`src/rtl/instr_encoder.sv`:
```
// instr_encoder: packs RV32 field bundles into instruction words and streams them out
// at sequential byte addresses. Optional immediate range checking: `IMM_RANGE_CHECK_EN.
module instr_encoder #(
  parameter logic [31:0] BASE_ADDR = 32'h0000_0000,
  parameter int unsigned MAX_WORDS = 1024
) (
  input  logic        clk,
  input  logic        rst,
  input  logic        in_valid,
  output logic        in_ready,
  input  logic [8:0]  type_sel,
  input  logic [4:0]  rd,
  input  logic [4:0]  rs1,
  input  logic [4:0]  rs2,
  input  logic [2:0]  funct3,
  input  logic [6:0]  funct7,
  input  logic [31:0] imm,
  output logic        out_valid,
  input  logic        out_ready,
  output logic [31:0] out_instr,
  output logic [31:0] out_addr,
  output logic        done,
  output logic        err_invalid,
  output logic        err_range
);

  localparam int unsigned CNT_W = $clog2(MAX_WORDS + 1);

  localparam logic [8:0] SEL_R     = 9'h001;
  localparam logic [8:0] SEL_LW    = 9'h002;
  localparam logic [8:0] SEL_ADDI  = 9'h004;
  localparam logic [8:0] SEL_JALR  = 9'h008;
  localparam logic [8:0] SEL_S     = 9'h010;
  localparam logic [8:0] SEL_SB    = 9'h020;
  localparam logic [8:0] SEL_AUIPC = 9'h040;
  localparam logic [8:0] SEL_LUI   = 9'h080;
  localparam logic [8:0] SEL_UJ    = 9'h100;

  localparam logic [6:0] OP_R     = 7'h33;
  localparam logic [6:0] OP_LW    = 7'h03;
  localparam logic [6:0] OP_ADDI  = 7'h13;
  localparam logic [6:0] OP_JALR  = 7'h67;
  localparam logic [6:0] OP_S     = 7'h23;
  localparam logic [6:0] OP_SB    = 7'h63;
  localparam logic [6:0] OP_AUIPC = 7'h17;
  localparam logic [6:0] OP_LUI   = 7'h37;
  localparam logic [6:0] OP_UJ    = 7'h6F;

  typedef enum logic [1:0] {
    IDLE = 2'd0,
    HOLD = 2'd1,
    STOP = 2'd2
  } state_e;

  state_e            state_q;
  logic              out_valid_q;
  logic [31:0]       instr_q;
  logic [31:0]       addr_q;
  logic [CNT_W-1:0]  count_q;
  logic              done_q;
  logic              err_invalid_q;

  logic [31:0]       instr_d;
  logic              sel_valid;
  logic              last;
  logic              accept;
  logic              load;
  logic              out_hs;

  // A bundle is only encodable when exactly one format bit is set.
  assign sel_valid = (type_sel != 9'h000) && ((type_sel & (type_sel - 9'h001)) == 9'h000);
  assign last      = (count_q == CNT_W'(MAX_WORDS - 1));

  // NOTE: every always_comb output gets a default first so no path leaves it unassigned (no latch).
  always_comb begin
    in_ready = 1'b0;
    unique case (state_q)
      IDLE:    in_ready = 1'b1;
      HOLD:    in_ready = out_ready && !last;
      default: in_ready = 1'b0;
    endcase
    if (rst) begin
      in_ready = 1'b0;
    end
  end

  assign accept = in_valid && in_ready;
  assign load   = accept && sel_valid;
  assign out_hs = out_valid_q && out_ready;

  always_comb begin
    instr_d = 32'h0000_0000;
    case (type_sel)
      SEL_R:     instr_d = {funct7, rs2, rs1, funct3, rd, OP_R};
      SEL_LW:    instr_d = {imm[11:0], rs1, funct3, rd, OP_LW};
      SEL_ADDI:  instr_d = {imm[11:0], rs1, funct3, rd, OP_ADDI};
      SEL_JALR:  instr_d = {imm[11:0], rs1, 3'b000, rd, OP_JALR};
      SEL_S:     instr_d = {imm[11:5], rs2, rs1, funct3, imm[4:0], OP_S};
      SEL_SB:    instr_d = {imm[12], imm[10:5], rs2, rs1, funct3, imm[4:1], imm[11], OP_SB};
      SEL_AUIPC: instr_d = {imm[31:12], rd, OP_AUIPC};
      SEL_LUI:   instr_d = {imm[31:12], rd, OP_LUI};
      SEL_UJ:    instr_d = {imm[20], imm[10:1], imm[11], imm[19:12], rd, OP_UJ};
      default:   instr_d = 32'h0000_0000;
    endcase
  end

`ifdef IMM_RANGE_CHECK_EN
  logic range_bad;
  logic err_range_q;

  // Upper immediate bits must all match the sign bit of the encodable field.
  always_comb begin
    range_bad = 1'b0;
    case (type_sel)
      SEL_LW, SEL_ADDI, SEL_JALR, SEL_S:
        range_bad = !((&imm[31:11]) || !(|imm[31:11]));
      SEL_SB:
        range_bad = !((&imm[31:12]) || !(|imm[31:12])) || imm[0];
      SEL_UJ:
        range_bad = !((&imm[31:20]) || !(|imm[31:20])) || imm[0];
      SEL_AUIPC, SEL_LUI:
        range_bad = |imm[11:0];
      default:
        range_bad = 1'b0;
    endcase
  end

  assign err_range = err_range_q;
`else
  assign err_range = 1'b0;
`endif

  // NOTE: sequential state uses non-blocking assignments so every register samples pre-edge values.
  always_ff @(posedge clk) begin
    if (rst) begin
      state_q       <= IDLE;
      out_valid_q   <= 1'b0;
      instr_q       <= 32'h0000_0000;
      addr_q        <= BASE_ADDR;
      count_q       <= '0;
      done_q        <= 1'b0;
      err_invalid_q <= 1'b0;
`ifdef IMM_RANGE_CHECK_EN
      err_range_q   <= 1'b0;
`endif
    end else begin
      if (out_hs) begin
        addr_q  <= addr_q + 32'd4;
        count_q <= count_q + 1'b1;
      end

      if (accept && !sel_valid) begin
        err_invalid_q <= 1'b1;
      end

      if (load) begin
        instr_q <= instr_d;
`ifdef IMM_RANGE_CHECK_EN
        if (range_bad) begin
          err_range_q <= 1'b1;
        end
`endif
      end

      unique case (state_q)
        IDLE: begin
          if (load) begin
            state_q     <= HOLD;
            out_valid_q <= 1'b1;
          end
        end
        HOLD: begin
          if (out_ready) begin
            if (last) begin
              state_q     <= STOP;
              out_valid_q <= 1'b0;
              done_q      <= 1'b1;
            end else if (!load) begin
              state_q     <= IDLE;
              out_valid_q <= 1'b0;
            end
          end
        end
        STOP: begin
          state_q <= STOP;
        end
        default: begin
          state_q     <= IDLE;
          out_valid_q <= 1'b0;
        end
      endcase
    end
  end

  assign out_valid   = out_valid_q;
  assign out_instr   = instr_q;
  assign out_addr    = addr_q;
  assign done        = done_q;
  assign err_invalid = err_invalid_q;

endmodule

```
`config.mk`:
```
export PLATFORM = sky130hd
export DESIGN_NAME = instr_encoder
export DESIGN_NICKNAME = d
export VERILOG_FILES = /design/src/rtl/instr_encoder.sv
export SDC_FILE = /design/constraint.sdc
export NUM_CORES = 1
export LEC_CHECK = 0
export BUFFER_PORTS_ARGS = -buffer_cell sky130_fd_sc_hd__buf_4
export CAP_MARGIN = 20
export CORE_ASPECT_RATIO = 1.75
export CORE_MARGIN = 1.5
export CORE_UTILIZATION = 45
export DETAILED_ROUTE_END_ITERATION = 12
export GPL_TIMING_DRIVEN = 0
export HOLD_SLACK_MARGIN = 0.02
export PLACE_DENSITY = 0.7
export SYNTH_ARGS = -nofsm -noshare
export SYNTH_HDL_FRONTEND = slang
export SYNTH_SLANG_ARGS = --single-unit
```
`constraint.sdc`:
```
create_clock -name clk -period 4.8 [get_ports clk]
set_input_delay 0.96 -clock clk [delete_from_list [all_inputs] [get_ports clk]]
set_output_delay 0.96 -clock clk [all_outputs]
set_load 0.05 [all_outputs]
```
-- Yosys cells after proc, flatten, opt, wreduce, memory -nomap -nowiden
Index checks and enable logic that the tools add are counted.
- memory bits (writable): 0
- bits in read-only memories: 0
- memories: 0
- bits in registers: 80
- input bits: 70
- bits in latches: 0
- mux-type cells: 13
- order comparisons: 0
- divide/modulo/power cells: 0
- equality and inequality tests: 15
- shift-type cells: 0
- reductions and logical operators: 14
- $mul: 0
- add/sub/neg operators: 3
- bitwise operators: 2
- operators with widths (operator ; number):
    32-bit one-hot mux with 9 select lines ; 1
    32-bit by 3-bit adder with 32-bit output (second input constant) ; 1
    11-bit by 1-bit adder with 11-bit output (second input constant) ; 1
    11-bit by 10-bit equality test with 1-bit output (second input constant) ; 1
    9-bit bitwise AND ; 1
    9-bit by 1-bit equality test with 1-bit output (second input constant) ; 1
    9-bit by 2-bit equality test with 1-bit output (second input constant) ; 1
    9-bit by 3-bit equality test with 1-bit output (second input constant) ; 1
    9-bit by 4-bit equality test with 1-bit output (second input constant) ; 1
    9-bit by 5-bit equality test with 1-bit output (second input constant) ; 1
    9-bit by 6-bit equality test with 1-bit output (second input constant) ; 1
    9-bit by 7-bit equality test with 1-bit output (second input constant) ; 1
    9-bit by 8-bit equality test with 1-bit output (second input constant) ; 1
    9-bit equality test (second input constant) ; 1
    9-bit zero test ; 1
    9-bit nonzero test ; 1
    9-bit by 1-bit subtractor with 9-bit output (second input constant) ; 1
    2-bit 2-to-1 mux ; 4
    1-bit logical AND ; 6
    2-bit one-hot mux with 3 select lines ; 1
    3-bit AND reduction ; 2
    1-bit 2-to-1 mux ; 5
    2-bit inequality test (second input constant) ; 2
    4-bit AND reduction ; 1
    other kinds (8) ; 9

-- Longest topological paths before layout
Gate-level depths: netlist (run 1).
- depth in word-level cells: 11
- depth in mapped cells: 7
- mapped depth without buffers: 6

-- Worst setup path after synthesis (run 1)
OpenSTA, ideal clock, no wires.
- path type: input-to-output
- start: in rst
- end: out in_ready
- path slack: 1.477 ns
- arrival time: 2.363 ns
- stages on the path: 3
- cells stage by stage: clkbuf_1 nor2_1 a21boi_0
- word-level cells in the longest chain between the ends: 1
- RTL lines (what ; line ; text):
    from (decl) ; 8 ; input logic rst,
    1-bit 2-to-1 mux ; 82 ; if (rst) begin
    to (decl) ; 10 ; output logic in_ready,
Every way passes these cells.

-- Worst setup path after layout (run 1)
- start: in type_sel[4]
- end: reg instr_q[28], in the netlist out_instr[28]
- word-level cells in the longest chain between the ends: 5
- elaborated cells between the ends (all ways): 16
- classes of those cells: 1 x add/sub; 9 x eq/ne; 1 x mux; 1 x bitwise; 4 x reduce/logical
- RTL lines (what ; line ; text):
    from (decl) ; 11 ; input logic [8:0] type_sel,
    9-bit by 1-bit subtractor with 9-bit output ; 71 ; assign sel_valid = (type_sel != 9'h000) && ((type_sel & (type_sel - 9'h001)) == 9'h000);
    9-bit bitwise AND ; 71 ;
    9-bit zero test ; 71 ;
    1-bit logical AND ; 71 ;
    1-bit logical AND ; 88 ; assign load = accept && sel_valid;
    to (signal assigned) ; 157 ; instr_q <= instr_d;
    to (decl) ; 57 ; logic [31:0] instr_q;
Several ways; a longest one is shown, not always the timed one.
A chain may end at the register's enable or synchronous reset.

==> results of run 1 <==
[layout by cell type, fill, tap and decap left out, drive strengths merged, types with 2 or more instances in the layout]
cell	instances
a21oi	39
nor2b	2
inv	6
conb	3
nand3	16
ha	2
buf	156
and3	8
maj3	2
a211oi	25
a32oi	4
xnor2	12
nor3	6
a22o	4
clkinvlp	3
a222oi	7
and2	6
o2111a	2
o211ai	2
a21boi	6
nand3b	4
nand4	20
xor2	31
nand2b	3
or3	5
nor2	55
nand2	30
clkbuf	22
dfxtp	77
o31ai	2
o21ai	22
nor4	6
and4	3
a311oi	10
[registers in the layout, summed over array words and instances, names as in the netlist]
| name | count |
|---|---|
| count_q | 11 |
| out_valid | 1 |
| out_instr | 31 |
| state_q | 2 |
| done | 1 |
| out_addr | 30 |
| err_invalid | 1 |
[stage by stage]
step / power, mW / cell area, um^2 / util [%]
5_1_grt: 1.52 / 5630 / 62.4
3_5_place_dp: 0.794 / 5340 / 59.0
4_1_cts: 1.48 / 5630 / 62.4
6_report: 1.47 / 5630 / 62.4
3_3_place_gp: 0.794 / 5340 / 59.0
2_1_floorplan: 0.728 / 4200 / -
[routing by layer]
| layer | vias to the layer above | GRT usage (%) | share of wire (%) |
|---|---|---|---|
| met5 | - | 0 | 0 |
| met4 | 0 | 11.0 | 2.7 |
| met3 | 22 | 5.28 | 4.8 |
| met2 | 127 | 49.8 | 56 |
| met1 | 1923 | 24.8 | 37 |
| li1 | 2024 | - | - |
[report_power, final]
part           switching [mW]  internal [mW]
sequential            0.00112          0.641
combinational          0.0788         0.0602
clock                   0.280          0.406
total                   0.360           1.11
[logic make-up (layout without fill, tap and decap cells)]
kind of cell | count (synthesis) | after routing | synth area share (%)
AO/OA/AOI/OAI | 131 | 131 | 25.4
AND/OR/NAND/NOR | 171 | 171 | 21.8
flip-flops | 77 | 77 | 36.8
buffers and inverters | 41 | 188 | 5.70
other | 1 | 3 | 0.0894
multiplexers | 1 | 1 | 0.239
adder cells (fa/ha/maj) | 4 | 4 | 1.07
XOR/XNOR | 43 | 43 | 8.98
[critical path, stage by stage]
cell and delay, ns:
buf_4 0.13, nor4_2 0.55, nand2b_1 0.20, a211oi_2 0.71, a21boi_0 0.26, a211oi_2 0.25
[worst paths after layout]
path           startpoint            end  slack, ns  cells past startpoint
min                  done           done       0.47                      2
min reg2reg          done           done       0.47                      2
max reg2reg  out_addr[11]   out_addr[28]       2.50                      6
max           type_sel[4]  out_instr[28]       1.98                      6
[cell type report]
| cell class | instances | area (um^2) | area share [%] |
|---|---|---|---|
| Buffer | 37 | 224 | 3.98 |
| Clock buffer | 10 | 229 | 4.06 |
| Clock inverter | 6 | 70.1 | 1.24 |
| Inverter | 4 | 15.0 | 0.266 |
| Multi-Input combinational cell | 353 | 2420 | 43.0 |
| Sequential cell | 77 | 1540 | 27.4 |
| Tap cell | 120 | 150 | 2.66 |
| Timing Repair Buffer | 131 | 983 | 17.5 |
==> results.toml, run 1 <==
[floorplan]
dieArea_um2 = 9930
fp-row-count = 46
initial_core_util_pct = 46.4
die_y_um = 131
fp.dieW_um = 76.0
boundaryPins = 139
core_um2 = 9040

[clock_network]
holdBufCountCts = 0
path_clk_slew_ns = 0.06
cts.sinks = 77
cts_tree = "done"
ctsResizeCount = 0
clock_latency_ns = 0.34
clock_path_buffers = 2
h-tree-depth = 3
cts-root-buf = "clkbuf_16"
cts_made_buffers = 9
cts_setup_buffers = 0

[global_routing]
grt_pass1_vias = 3951
track_usage_pct = 25.0
antenna_found_initial = 0
grt_max_degree = 15
gr-total-overflow = 0
grt_first_pass_wirelength_um = 19500

[worst_setup_path]
worstSetupStartpointType = "primary input"
worstPathArrival_ns = 3.07
worstSetupPathType = "primary input to register"
cp-end-kind = "register"
cp_max_fo = 10
required_ns = 5.06

[timing]
whs_ns = 0.467
fmax_mhz = 355
period_share_pct = 58.6
tightest_slew_ns = 0.944
slew-limit-headroom_pct = 36.5
tns_ns = 0
finalHoldViolations = 0
skew_ns = 0.00815
setup_ws_ns = 1.98
maxSlewViolCount = 0
rsz0062_at_grt = "no"
setup_viol = 0
period_needed_ns = 2.82

[power]
max-vdd-ir-drop_mv = 0.188
p_leak_nw = 2.17
p_per_area_nw_per_um2 = 260

[logic_synthesis]
synth_warnings = 0
synth_area_um2 = 4190
ys_types = 62
synth_edf_count = 0
ys.flop_type = "dfxtp_1"
synth_top_cell_area_share_pct = 36.8
avgSynthCellArea_um2 = 8.94
ys_ff_latch = 77
synth_seq_area_share_pct = 36.8
synthTopCellsByArea = "dfxtp_1 37%, xor2_1 6.5%, a211oi_2 5.7%, nor2_1 4.8%, a21oi_1 4.5%"
syn_inst = 469
yosys.area.top_type = "dfxtp_1"
async_flop_share_pct = 0
yosysMostFrequentCell = "dfxtp_1"
ys_top_cells_by_count = "77 x dfxtp_1, 54 x nor2_1, 38 x a21oi_1"

[layout]
nets = 685
layoutNonFillerInstCount = 738
drive_gt1_share_pct = 33.2
syn_to_final_growth_pct = 34.3
antenna_cells = 0
fillCellCount = 844

[place]
placedCellCount = 722
placement.io_buffers = 131
gp_congestion = 0.941
hpwl_um = 9710
pre_cts_ws_ns = 1.71

[routing]
ant_nets = 0
dr.pass1.iters = 4
drtIter0Drc = 114
wl_per_cell_um = 16.8
wirelength_um = 12400
via_per_inst = 5.55
vias = 4096
drc = 0

[flow_run]
cap_viol_max_count = 0

[status]
outcome = "finished, final reports clean"

[min_path]
hold_path.class = "register to register"
Power figures use the tool's default switching activity.
==> run 2, diff against run 1 <==
--- a/config.mk
+++ b/config.mk
@@ -13,7 +13,7 @@
 export DETAILED_ROUTE_END_ITERATION = 12
 export GPL_TIMING_DRIVEN = 0
 export HOLD_SLACK_MARGIN = 0.02
-export PLACE_DENSITY = 0.7
+export PLACE_DENSITY = 0.73
 export SYNTH_ARGS = -nofsm -noshare
 export SYNTH_HDL_FRONTEND = slang
 export SYNTH_SLANG_ARGS = --single-unit
==> constraint.sdc (replaced) <==
create_clock -name clk -period 2.3 [get_ports clk]
set_input_delay 0.46 -clock clk [delete_from_list [all_inputs] [get_ports clk]]
set_output_delay 0.46 -clock clk [all_outputs]
set_load 0.05 [all_outputs]
==> results.toml, run 2 (synthesis results as in run 1) <==
[status]
outcome = "finished, final reports clean"

[floorplan]
fp-row-count = 46
boundaryPins = 139
dieArea_um2 = 9930
initial_core_util_pct = 46.4
die_y_um = 131
core_um2 = 9040
fp.dieW_um = 76.0

[layout]
antenna_cells = 0
syn_to_final_growth_pct = 35.8
nets = 685
final_cell_mix = "135 x buf_4, 77 x dfxtp_1, 54 x nor2_1"
layoutNonFillerInstCount = 737
fin_util_pct = 63.0
drive_gt1_share_pct = 34.0
layout_commonest_cell = "buf_4"
largest_register_ffs = 31
stdcell_area_um2 = 5700

[routing]
dr.pass1.iters = 8
wirelength_um = 12500
wl_per_cell_um = 17.0
drc = 0
drtIter0Drc = 197
via_per_inst = 5.69
ant_nets = 0
vias = 4191

[timing]
setup_viol = 0
slew-limit-headroom_pct = 33.8
fmax_mhz = 462
finalHoldViolations = 0
tns_ns = 0
skew_ns = 0.00673
maxSlewViolCount = 0
rsz0062_at_grt = "no"
period_share_pct = 94.2
tightest_slew_ns = 0.984
period_needed_ns = 2.17

[clock_network]
cts.sinks = 77
h-tree-depth = 3
holdBufCountCts = 0
cts_setup_buffers = 0
ctsResizeCount = 0
cts-root-buf = "clkbuf_16"
cts_made_buffers = 9
clock_path_buffers = 2
clock_latency_ns = 0.33
path_clk_slew_ns = 0.06
cts_tree = "done"

[flow_run]
cap_viol_max_count = 0

[global_routing]
antenna_found_initial = 0
grt_max_degree = 13
gr-total-overflow = 0
grt_first_pass_wirelength_um = 20100
track_usage_pct = 25.3
grt_pass1_vias = 4166

[worst_setup_path]
required_ns = 1.84
worstSetupPathType = "register to output port"
r2r_cells = 6
timing.rr.end = "out_addr[30]"
max_stage_delay_ns = 0.37
critical_path.top_delay_family = "compound AO/OA/AOI/OAI gates"
cp.buffers_inverters = 1
critPathSlowestCell = "dfxtp_1"
path_cells = "ha_1 > nand4b_1 > o31ai_2 > a21boi_1 > buf_4"
cp-end-kind = "output port"
r2r_slack_ns = 0.18
r2r-start = "out_addr[11]"
worstSetupStartpointType = "register"
cp_max_fo = 3
worstPathArrival_ns = 1.71

[place]
placement.io_buffers = 131
placedCellCount = 722
gp_congestion = 0.911
place_area_um2 = 5340
hpwl_um = 9730

[power]
p_per_area_nw_per_um2 = 565
max-vdd-ir-drop_mv = 0.529
power_mw = 3.22
p_leak_nw = 2.20

[min_path]
hold_path.class = "primary input to register"
hold_path_depth = 3
worstHoldStart = "imm[1]"
holdPathEnd = "out_instr[8]"
-- run 2: cell type report --
class / instances / area [um^2]
clock inverters: 3 / 67.6
repair buffers: 131 / 983
multi-input cells: 353 / 2450
plain buffers: 37 / 225
clock buffers: 12 / 267
inverters: 4 / 15.0
fillers: 822 / 3340
well taps: 120 / 150
flip-flops and latches: 77 / 1540
-- run 2: how the worst max path moves through the flow --
| stage | startpoint | endpoint | slack [ns] | depth (start not counted) |
|---|---|---|---|---|
| after floorplan | type_sel[3] | out_instr[18] | 0.15 | 7 |
| after global placement | type_sel[1] | out_instr[26] | -0.27 | 8 |
| after detailed placement | type_sel[1] | out_instr[30] | -0.27 | 8 |
| after CTS | out_addr[11] | out_addr[26] | 0.01 | 6 |
| after global routing | out_addr[11] | out_addr[24] | 0.02 | 6 |
| final | count_q[0] | in_ready | 0.13 | 5 |
-- run 2: where the power goes --
group | leakage, nW | internal [mW] | switching, mW
Combinational | 1.42 | 0.127 | 0.170
Sequential | 0.620 | 1.34 | 0.00231
Clock | 0.161 | 1.03 | 0.548
-- run 2: worst reg2reg max path: cells and delay by family (launching register included) --
| family | cells | cell delay, ns |
|---|---|---|
| xor gates and xnor gates | 1 | 0.20 |
| DFF | 1 | 0.44 |
| and+or+nand+nor | 4 | 0.96 |
| buffers and inverters | 1 | 0.39 |
-- run 2: per-stage QoR --
| stage | worst slack (ns) | hold slack, ns |
|---|---|---|
| after floorplan | 0.151 | 0.454 |
| after global placement | -0.268 | 0.458 |
| after detailed placement | -0.272 | 0.453 |
| after global routing | 0.0159 | 0.428 |
| after CTS | 0.0104 | 0.419 |
| final | 0.134 | 0.427 |
-- run 2: metal layers --
metal | track usage [%] | share of wire [%] | wire length, um | vias up
li1 | - | - | - | 2018
met2 | 49.5 | 54 | 6830 | 156
met1 | 25.8 | 37 | 4700 | 1995
met5 | 0 | 0 | 0 | -
met4 | 11.4 | 2.6 | 320 | 0
met3 | 5.21 | 5.6 | 701 | 22
==> run 3, diff against run 2 <==
--- a/config.mk
+++ b/config.mk
@@ -14,6 +14,7 @@
 export GPL_TIMING_DRIVEN = 0
 export HOLD_SLACK_MARGIN = 0.02
 export PLACE_DENSITY = 0.73
+export RECOVER_POWER = 25
 export SYNTH_ARGS = -nofsm -noshare
 export SYNTH_HDL_FRONTEND = slang
 export SYNTH_SLANG_ARGS = --single-unit
==> results.toml, run 3 (synthesis results as in run 1) <==
[status]
outcome = "finished, final reports clean"

[global_routing]
grt_pass1_vias = 4166
grt_first_pass_wirelength_um = 20100
grt_max_degree = 13
antenna_found_initial = 0
track_usage_pct = 25.3
gr-total-overflow = 0

[min_path]
hold_path.class = "primary input to register"

[worst_setup_path]
critPathSlowestCell = "dfxtp_1"
critical_path.top_delay_family = "compound AO/OA/AOI/OAI gates"
worstPathArrival_ns = 1.70
worstSetupPathType = "register to output port"
cp-end-kind = "output port"
max_stage_delay_ns = 0.37
required_ns = 1.84
worstSetupStartpointType = "register"
path_cells = "ha_1 > nand4b_1 > o31ai_2 > a21boi_1 > buf_4"
cp.buffers_inverters = 1
cp_max_fo = 3

[routing]
wirelength_um = 12500
vias = 4162
dr.pass1.iters = 5
ant_nets = 0
wl_per_cell_um = 17.0
via_per_inst = 5.65
drtIter0Drc = 186
drc = 0

[timing]
maxSlewViolCount = 0
period_share_pct = 94.0
fmax_mhz = 463
tightest_slew_ns = 0.959
whs_ns = 0.429
setup_ws_ns = 0.139
setup_viol = 0
period_needed_ns = 2.16
finalHoldViolations = 0
slew-limit-headroom_pct = 35.5
tns_ns = 0
skew_ns = 0.00671
rsz0062_at_grt = "no"

[floorplan]
boundaryPins = 139
die_y_um = 131
fp.dieW_um = 76.0
fp-row-count = 46
core_um2 = 9040
initial_core_util_pct = 46.4
dieArea_um2 = 9930

[layout]
largest_register_ffs = 31
antenna_cells = 0
fin_util_pct = 61.7
final_cell_mix = "103 x buf_4, 77 x dfxtp_1, 54 x nor2_1"
layout_commonest_cell = "buf_4"
nets = 685
drive_gt1_share_pct = 28.8
syn_to_final_growth_pct = 32.9

[clock_network]
holdBufCountCts = 0
clock_path_buffers = 2
cts_made_buffers = 9
cts_tree = "done"
cts-root-buf = "clkbuf_16"
cts.sinks = 77
h-tree-depth = 3
path_clk_slew_ns = 0.06
clock_latency_ns = 0.33
cts_setup_buffers = 0
ctsResizeCount = 0

[place]
gp_congestion = 0.911
placement.io_buffers = 131
hpwl_um = 9730
pre_cts_ws_ns = -0.272

[power]
p_leak_nw = 2.06
power_mw = 3.21
max-vdd-ir-drop_mv = 0.527
p_per_area_nw_per_um2 = 576

[flow_run]
cap_viol_max_count = 0
-- run 3: cell count changes in the layout (fill, tap and decap cells not counted) --
cell / previous run / this run
and2_0: 0 / 1
clkbuf_1: 10 / 42
buf_4: 135 / 103
and2_1: 6 / 5
-- run 3: final timing paths --
| check | startpoint | slack, ns | cells after the start | to |
|---|---|---|---|---|
| max | count_q[0] | 0.14 | 5 | in_ready |
| min | imm[1] | 0.43 | 3 | out_instr[8] |
| max reg2reg | out_addr[11] | 0.19 | 6 | out_addr[30] |
| min reg2reg | done | 0.47 | 2 | done |
-- run 3: routing by layer --
metal	up-vias	wire length (um)	global-route usage, %
met5	-	0	0
met4	0	316	11.4
met3	20	635	5.21
met2	147	6800	49.5
met1	1977	4780	25.8
li1	2018	-	-
-- run 3: worst reg2reg max path: cells and delay by family, from the launching register on --
family	cells	cell delay, ns
buf+inv	1	0.39
flops	1	0.44
simple gates	4	0.96
xor+xnor	1	0.20
-- run 3: per-stage QoR --
stage	instances	area [um^2]
after floorplan	471	4200
after global placement	722	5340
after detailed placement	722	5340
after CTS	737	5670
after global routing	737	5580
final	737	5580
-- run 3: power breakdown --
part,leakage [nW],internal [mW],switching (mW)
sequential,0.620,1.34,0.00220
clock,0.161,1.03,0.546
combinational,1.28,0.124,0.170
-- run 3: cell type report --
type	count	area, um^2
sequential	77	1540
inverter	4	15.0
tap	120	150
multi-input combinational	353	2450
timing repair buffer	131	863
fill	849	3460
clock buffer	12	267
clock inverter	3	67.6
buffer	37	225
